### config.mk
export PLATFORM = sky130hd
export DESIGN_NAME = band_filter_scheduler
export DESIGN_NICKNAME = d
export VERILOG_FILES = /design/src/rtl/spectrum_pkg.sv /design/src/rtl/band_coeff_regfile.sv /design/src/rtl/band_filter_scheduler.sv
export SDC_FILE = /design/constraint.sdc
export NUM_CORES = 1
export LEC_CHECK = 0
export CORE_UTILIZATION = 50
export DETAILED_ROUTE_END_ITERATION = 10
export PLACE_DENSITY_LB_ADDON = 0.25
export SYNTH_ARGS = -nofsm -noshare
export SYNTH_HDL_FRONTEND = slang
export SYNTH_HIERARCHICAL = 1
export SYNTH_SLANG_ARGS = --single-unit
### constraint.sdc
create_clock -name clk -period 12.26 [get_ports clk]
set_input_delay 3.678 -clock clk [delete_from_list [all_inputs] [get_ports clk]]
set_output_delay 3.678 -clock clk [all_outputs]
set_load 0.05 [all_outputs]
### src/rtl/spectrum_pkg.sv
// Shared widths, FSM encoding, coefficient defaults and saturation helper
// for the spectrum analyzer filter bank.
package spectrum_pkg;

  localparam int SAMPLE_W  = 8;
  localparam int STATE_W   = 16;
  localparam int COEF_W    = 8;
  localparam int PROD_W    = 24;
  localparam int SUM_W     = STATE_W + 2;
  localparam int FRAC_SH   = 8;
  localparam int MAX_BANDS = 8;

  localparam logic signed [SUM_W-1:0] SAT_HI = SUM_W'(32767);
  localparam logic signed [SUM_W-1:0] SAT_LO = -SUM_W'(32768);

  typedef enum logic [2:0] {
    ST_IDLE,
    ST_FB_REQ,
    ST_FB_WAIT,
    ST_FF_REQ,
    ST_FF_WAIT,
    ST_DONE
  } state_e;

  function automatic logic signed [COEF_W-1:0] default_a(input int band);
    case (band)
      0:       return COEF_W'(20);
      1:       return COEF_W'(15);
      2:       return COEF_W'(10);
      3:       return COEF_W'(5);
      default: return '0;
    endcase
  endfunction

  function automatic logic signed [COEF_W-1:0] default_b(input int band);
    case (band)
      0:       return COEF_W'(10);
      1:       return COEF_W'(25);
      2:       return COEF_W'(30);
      3:       return COEF_W'(40);
      default: return '0;
    endcase
  endfunction

  // Clamp a widened state sum into the signed STATE_W range; never wraps.
  function automatic logic signed [STATE_W-1:0] sat_state(input logic signed [SUM_W-1:0] v);
    if (v > SAT_HI) begin
      return {1'b0, {(STATE_W-1){1'b1}}};
    end else if (v < SAT_LO) begin
      return {1'b1, {(STATE_W-1){1'b0}}};
    end else begin
      return v[STATE_W-1:0];
    end
  endfunction

endpackage

### src/rtl/band_coeff_regfile.sv
// Runtime-writable per-band IIR coefficients (A feedback, B feedforward) with
// reset defaults; even address selects A, odd selects B, out-of-range writes dropped.
module band_coeff_regfile
  import spectrum_pkg::*;
#(
  parameter int NUM_BANDS = 4,
  parameter int BW        = 2
) (
  input  logic              clk,
  input  logic              rst,
  input  logic              cfg_we_i,
  input  logic [3:0]        cfg_addr_i,
  input  logic [COEF_W-1:0] cfg_data_i,
  input  logic [BW-1:0]     a_idx_i,
  input  logic [BW-1:0]     b_idx_i,
  output logic [COEF_W-1:0] coef_a_o,
  output logic [COEF_W-1:0] coef_b_o
);

  logic [COEF_W-1:0] coef_a_q [NUM_BANDS];
  logic [COEF_W-1:0] coef_b_q [NUM_BANDS];
  logic              wr_ok;
  logic [BW-1:0]     wr_band;

  assign wr_ok   = cfg_we_i && (int'(cfg_addr_i) < 2 * NUM_BANDS);
  assign wr_band = cfg_addr_i[BW:1];

  always_ff @(posedge clk) begin
    if (rst) begin
      for (int i = 0; i < NUM_BANDS; i++) begin
        coef_a_q[i] <= default_a(i);
        coef_b_q[i] <= default_b(i);
      end
    end else if (wr_ok) begin
      if (cfg_addr_i[0]) begin
        coef_b_q[wr_band] <= cfg_data_i;
      end else begin
        coef_a_q[wr_band] <= cfg_data_i;
      end
    end
  end

  assign coef_a_o = coef_a_q[a_idx_i];
  assign coef_b_o = coef_b_q[b_idx_i];

endmodule

### src/rtl/band_filter_scheduler.sv
// Time-multiplexes the per-band IIR update (y <= s, s <= sat(s - A*y + B*x)) onto
// one shared multiplier; four handshake states per band, then a one-cycle DONE pulse.
module band_filter_scheduler
  import spectrum_pkg::*;
#(
  parameter int NUM_BANDS = 4
) (
  input  logic                         clk,
  input  logic                         rst,
  input  logic                         sample_strobe,
  input  logic [SAMPLE_W-1:0]          audio_sample,
  input  logic                         cfg_we,
  input  logic [3:0]                   cfg_addr,
  input  logic [COEF_W-1:0]            cfg_data,
  output logic                         mul_req,
  output logic [COEF_W-1:0]            mul_a,
  output logic [STATE_W-1:0]           mul_b,
  input  logic                         mul_gnt,
  input  logic                         mul_done,
  input  logic [PROD_W-1:0]            mul_p,
  output logic [NUM_BANDS*STATE_W-1:0] band_out,
  output logic                         band_valid,
  output logic                         busy,
  output logic                         overrun,
  input  logic                         overrun_clr
);

  localparam int BW = (NUM_BANDS > 1) ? $clog2(NUM_BANDS) : 1;

  state_e                      state_q;
  logic [BW-1:0]               b_q;
  logic [BW-1:0]               b_nxt;
  logic signed [SAMPLE_W-1:0]  x_q;
  logic signed [STATE_W-1:0]   fb_q;
  logic signed [STATE_W-1:0]   s_q [NUM_BANDS];
  logic signed [STATE_W-1:0]   y_q [NUM_BANDS];
  logic                        mul_req_q;
  logic [COEF_W-1:0]           mul_a_q;
  logic [STATE_W-1:0]          mul_b_q;
  logic                        band_valid_q;
  logic                        overrun_q;
  logic                        overrun_d;
  logic signed [STATE_W-1:0]   prod_sh;
  logic signed [SUM_W-1:0]     sum_wide;
  logic signed [STATE_W-1:0]   s_d;
  logic [BW-1:0]               a_idx;
  logic [COEF_W-1:0]           coef_a;
  logic [COEF_W-1:0]           coef_b;

  assign b_nxt = b_q + BW'(1);
  // A is fetched for the band about to enter FB_REQ: band 0 from IDLE, else the next band.
  assign a_idx = (state_q == ST_IDLE) ? '0 : b_nxt;

  band_coeff_regfile #(
    .NUM_BANDS (NUM_BANDS),
    .BW        (BW)
  ) u_coeff (
    .clk        (clk),
    .rst        (rst),
    .cfg_we_i   (cfg_we),
    .cfg_addr_i (cfg_addr),
    .cfg_data_i (cfg_data),
    .a_idx_i    (a_idx),
    .b_idx_i    (b_q),
    .coef_a_o   (coef_a),
    .coef_b_o   (coef_b)
  );

  assign prod_sh  = STATE_W'($signed(mul_p) >>> FRAC_SH);
  assign sum_wide = SUM_W'(s_q[b_q]) - SUM_W'(fb_q) + SUM_W'(prod_sh);
  assign s_d      = sat_state(sum_wide);

  // A drop sets the flag even when a clear arrives in the same cycle.
  assign overrun_d = (sample_strobe && (state_q != ST_IDLE)) ? 1'b1 :
                     overrun_clr                             ? 1'b0 : overrun_q;

  always_ff @(posedge clk) begin
    if (rst) begin
      state_q      <= ST_IDLE;
      b_q          <= '0;
      x_q          <= '0;
      fb_q         <= '0;
      mul_req_q    <= 1'b0;
      mul_a_q      <= '0;
      mul_b_q      <= '0;
      band_valid_q <= 1'b0;
      overrun_q    <= 1'b0;
      for (int i = 0; i < NUM_BANDS; i++) begin
        s_q[i] <= '0;
        y_q[i] <= '0;
      end
    end else begin
      band_valid_q <= 1'b0;
      overrun_q    <= overrun_d;
      case (state_q)
        ST_IDLE: begin
          if (sample_strobe) begin
            x_q       <= $signed(audio_sample);
            b_q       <= '0;
            mul_req_q <= 1'b1;
            mul_a_q   <= coef_a;
            mul_b_q   <= y_q[0];
            state_q   <= ST_FB_REQ;
          end
        end
        ST_FB_REQ: begin
          if (mul_gnt) begin
            mul_req_q <= 1'b0;
            state_q   <= ST_FB_WAIT;
          end
        end
        ST_FB_WAIT: begin
          if (mul_done) begin
            fb_q      <= prod_sh;
            mul_req_q <= 1'b1;
            mul_a_q   <= coef_b;
            mul_b_q   <= STATE_W'(x_q);
            state_q   <= ST_FF_REQ;
          end
        end
        ST_FF_REQ: begin
          if (mul_gnt) begin
            mul_req_q <= 1'b0;
            state_q   <= ST_FF_WAIT;
          end
        end
        ST_FF_WAIT: begin
          if (mul_done) begin
            y_q[b_q] <= s_q[b_q];
            s_q[b_q] <= s_d;
            if (b_q == BW'(NUM_BANDS - 1)) begin
              band_valid_q <= 1'b1;
              state_q      <= ST_DONE;
            end else begin
              b_q       <= b_nxt;
              mul_req_q <= 1'b1;
              mul_a_q   <= coef_a;
              mul_b_q   <= y_q[b_nxt];
              state_q   <= ST_FB_REQ;
            end
          end
        end
        ST_DONE: begin
          state_q <= ST_IDLE;
        end
        default: begin
          state_q <= ST_IDLE;
        end
      endcase
    end
  end

  generate
    for (genvar g = 0; g < NUM_BANDS; g++) begin : g_pack
      assign band_out[g*STATE_W +: STATE_W] = y_q[g];
    end
  endgenerate

  assign mul_req    = mul_req_q;
  assign mul_a      = mul_a_q;
  assign mul_b      = mul_b_q;
  assign band_valid = band_valid_q;
  assign busy       = (state_q != ST_IDLE);
  assign overrun    = overrun_q;

endmodule

==> impl_metrics.py <==
metrics = {
    "grt": {
        "gr-usage-all-layers_pct": 23.4,
        "gr-total-overflow": 0,
        "grt_pass1_wl_mm": 44.0,
        "grt_max_degree": 50,
        "antenna_found_initial": 0,
        "grt_pass1_vias": 7936,
    },
    "sta": {
        "setup-tns-final_ps": 0,
        "setup_viol": 0,
        "hold_viol_final": 0,
        "worst_slew_margin_rel_pct": 30.6,
        "fin_skew_ps": 15.9,
        "fmax_mhz": 144,
        "period_share_pct": 56.5,
        "maxSlewViolCount": 0,
        "rsz0062_at_grt": "false",
        "period_needed_ps": 6930,
        "worst_pin_slew_ps": 1040,
    },
    "place": {
        "dp.cells": 1402,
        "place_hpwl_mm": 19.3,
        "port_buffers": 134,
        "gp_congestion": 0.883,
        "placed_cell_area_sq_mm": 0.0137,
    },
    "job": {
        "drv_cap": 0,
    },
    "power_and_ir_drop": {
        "peakVddDrop_uv": 118,
        "power_density_mw_per_mm2": 148,
        "finalPower_uw": 2150,
        "p_leak_uw": 0.00542,
    },
    "clock_network": {
        "cts_resized": 0,
        "cts_setup_buffers": 0,
        "cts_sinks": 250,
        "cts_tree": "done",
        "htree_levels": 1,
        "clk_latency_ps": 550,
        "path_clk_slew_ps": 60,
        "root_buffer": "clkbuf_16",
        "clockBufferDepth": 3,
        "ctsHoldBuffers": 0,
        "cts_buffers": 27,
    },
    "synthesis": {
        "syn_avg_cell_area_sq_um": 12.2,
        "syn_area_sq_mm": 0.0122,
        "synth_top_area_cell": "edfxtp_1",
        "async_flop_share_pct": 0,
        "synth_cell_types": 64,
        "ys_top_cells_by_area": "edfxtp_1, dfxtp_1, mux4_2",
        "ys_seq_area_share_pct": 56.9,
        "netlist_instances": 995,
        "yosysWarningCount": 6,
        "synth_seq_cells": 250,
        "syn-num-nets": 1081,
        "ys.flop_type": "edfxtp_1",
        "yosys.area.top_type_share_pct": 47.4,
        "synth_edf_count": 192,
    },
    "layout": {
        "syn_to_final_growth_pct": 19.8,
        "fin_nets": 1198,
        "postLayoutCellArea_sq_mm": 0.0146,
        "fin_cells": 1451,
        "drive_gt1_share_pct": 12.4,
        "mostFrequentLayoutCell": "edfxtp_1",
        "nFillCells": 1899,
        "diodes": 0,
        "mostFrequentLayoutCells": "edfxtp_1, nor2_1, clkdlybuf4s50_1",
    },
    "drt": {
        "vias": 8117,
        "viasPerCell": 5.59,
        "avgRoutedWirePerCell_um": 19.6,
        "post-route-drc-count": 0,
        "first_pass_iters": 5,
        "first_iter_violations": 651,
        "postRouteAntennaNets": 0,
        "wl_mm": 28.4,
    },
    "critical_path": {
        "cp-end-kind": "register",
        "slowest_stage": "o21ai_4",
        "worstPathRequired_ps": 12650,
        "r2r_slack_ps": 7510,
        "max_stage_delay_ps": 640,
        "cp_max_fo": 14,
        "arrival_ps": 7320,
        "critPathLaunchType": "input pin",
        "crit_chain": "clkdlybuf4s50_1 -> inv_1 -> fa_1 -> inv_1 -> ha_1 -> a21o_1 -> o21bai_1 -> a31oi_1 -> o21ai_2 -> xnor2_2 -> o21ai_4 -> a31oi_1 -> nor2_1",
        "crit_path_start": "mul_p[19]",
        "path_buf_inv": 3,
        "critPathTopFamily": "compound AO/OA/AOI/OAI gates",
        "critical_path_class": "in2reg",
    },
    "floorplan": {
        "core.rowCount": 56,
        "die_area_sq_mm": 0.0250,
        "die_y_um": 158,
        "initial_core_util_pct": 51.4,
        "die_width_um": 158,
        "coreArea_sq_mm": 0.0237,
        "io_pins": 143,
    },
    "hold_path": {
        "min-delay-start": "fb_q[1]",
        "min_path_type": "reg2reg",
    },
    "outcome": {
        "status": "finished, final reports clean",
    },
}
## state kept, by name, indices dropped and copies added (netlist names), 3 cells and up, named ones only
register and count:
s_q 64, y_q 64, u_coeff/coef_a_q 32, u_coeff/coef_b_q 32, fb_q 16, mul_b 16
mul_a 8, x_q 8, state_q 3
## cell type report
class	count	area, sq um	area share (%)
sequential	250	6930	47.5
clock buffer	35	736	5.05
timing repair buffer	152	1470	10.1
tap	319	399	2.74
clock inverter	14	108	0.738
multi-input combinational	612	4670	32.1
inverter	69	259	1.78
## report_power, final
part | switching, uW | internal [uW]
combinational | 264 | 142
clock | 330 | 445
sequential | 19.5 | 951
total | 614 | 1540
## cell families (layout without fill, tap and decap cells)
kind of cell	Yosys count	after routing	synth area share, %
adders and majority gates	35	35	4.59
xor gates and xnor gates	13	13	1.06
DFF	250	250	56.9
buffers and inverters	133	270	4.70
muxes	58	58	9.72
AOI/OAI and AO/OA	140	140	8.89
and+or+nand+nor	366	366	14.1
## per-stage QoR
stage               setup slack [ps]  utilization, %  hold WS, ps
floorplan                       5960               -          436
global placement                4860            58.0          444
finish                          5330            61.5          458
CTS                             5320            61.5          461
global route                    5110            61.5          484
detailed placement              4780            58.0          452
## worst min-delay path: cells and delay by family, from the launching register on
kind             cells  cell delay (ps)
AND/OR/NAND/NOR      1               50
AO/OA/AOI/OAI        1               50
flip-flops           1              310
## path summary, 6_finish.rpt
path / to / cells after the start
max: s_q[0][11] / 13
min: fb_q[1] / 2
max reg2reg: s_q[0][11] / 15
min reg2reg: fb_q[1] / 2
## synth_stat cells (7+ instances only)
cell type and count:
nor3_1 12, a22oi_1 9, nand3b_1 11, nand2_1 80, ha_1 19, nand2b_1 12
a21oi_1 49, edfxtp_1 192, mux2i_1 9, clkbuf_1 35, fa_1 16, a21o_1 8
mux4_2 48, and3_1 35, and2_1 14, a211oi_1 10, nor2b_1 7, a311oi_1 8
dfxtp_1 58, inv_1 69, buf_2 19, nor2_1 168, a221oi_1 9, o21ai_0 11
or3_1 8, a21oi_4 11
## per-layer routing
metal | share of wire (%) | vias to the layer above | GRT usage [%] | wire length, um
met5 | 0 | - | 0 | 0
met3 | 7.4 | 36 | 3.26 | 2100
met4 | 1.8 | 0 | 5.72 | 503
met1 | 45 | 3979 | 33.4 | 12700
met2 | 46 | 292 | 37.9 | 13100
li1 | - | 3810 | - | -
No activity file was read; power rests on OpenSTA's default activity.
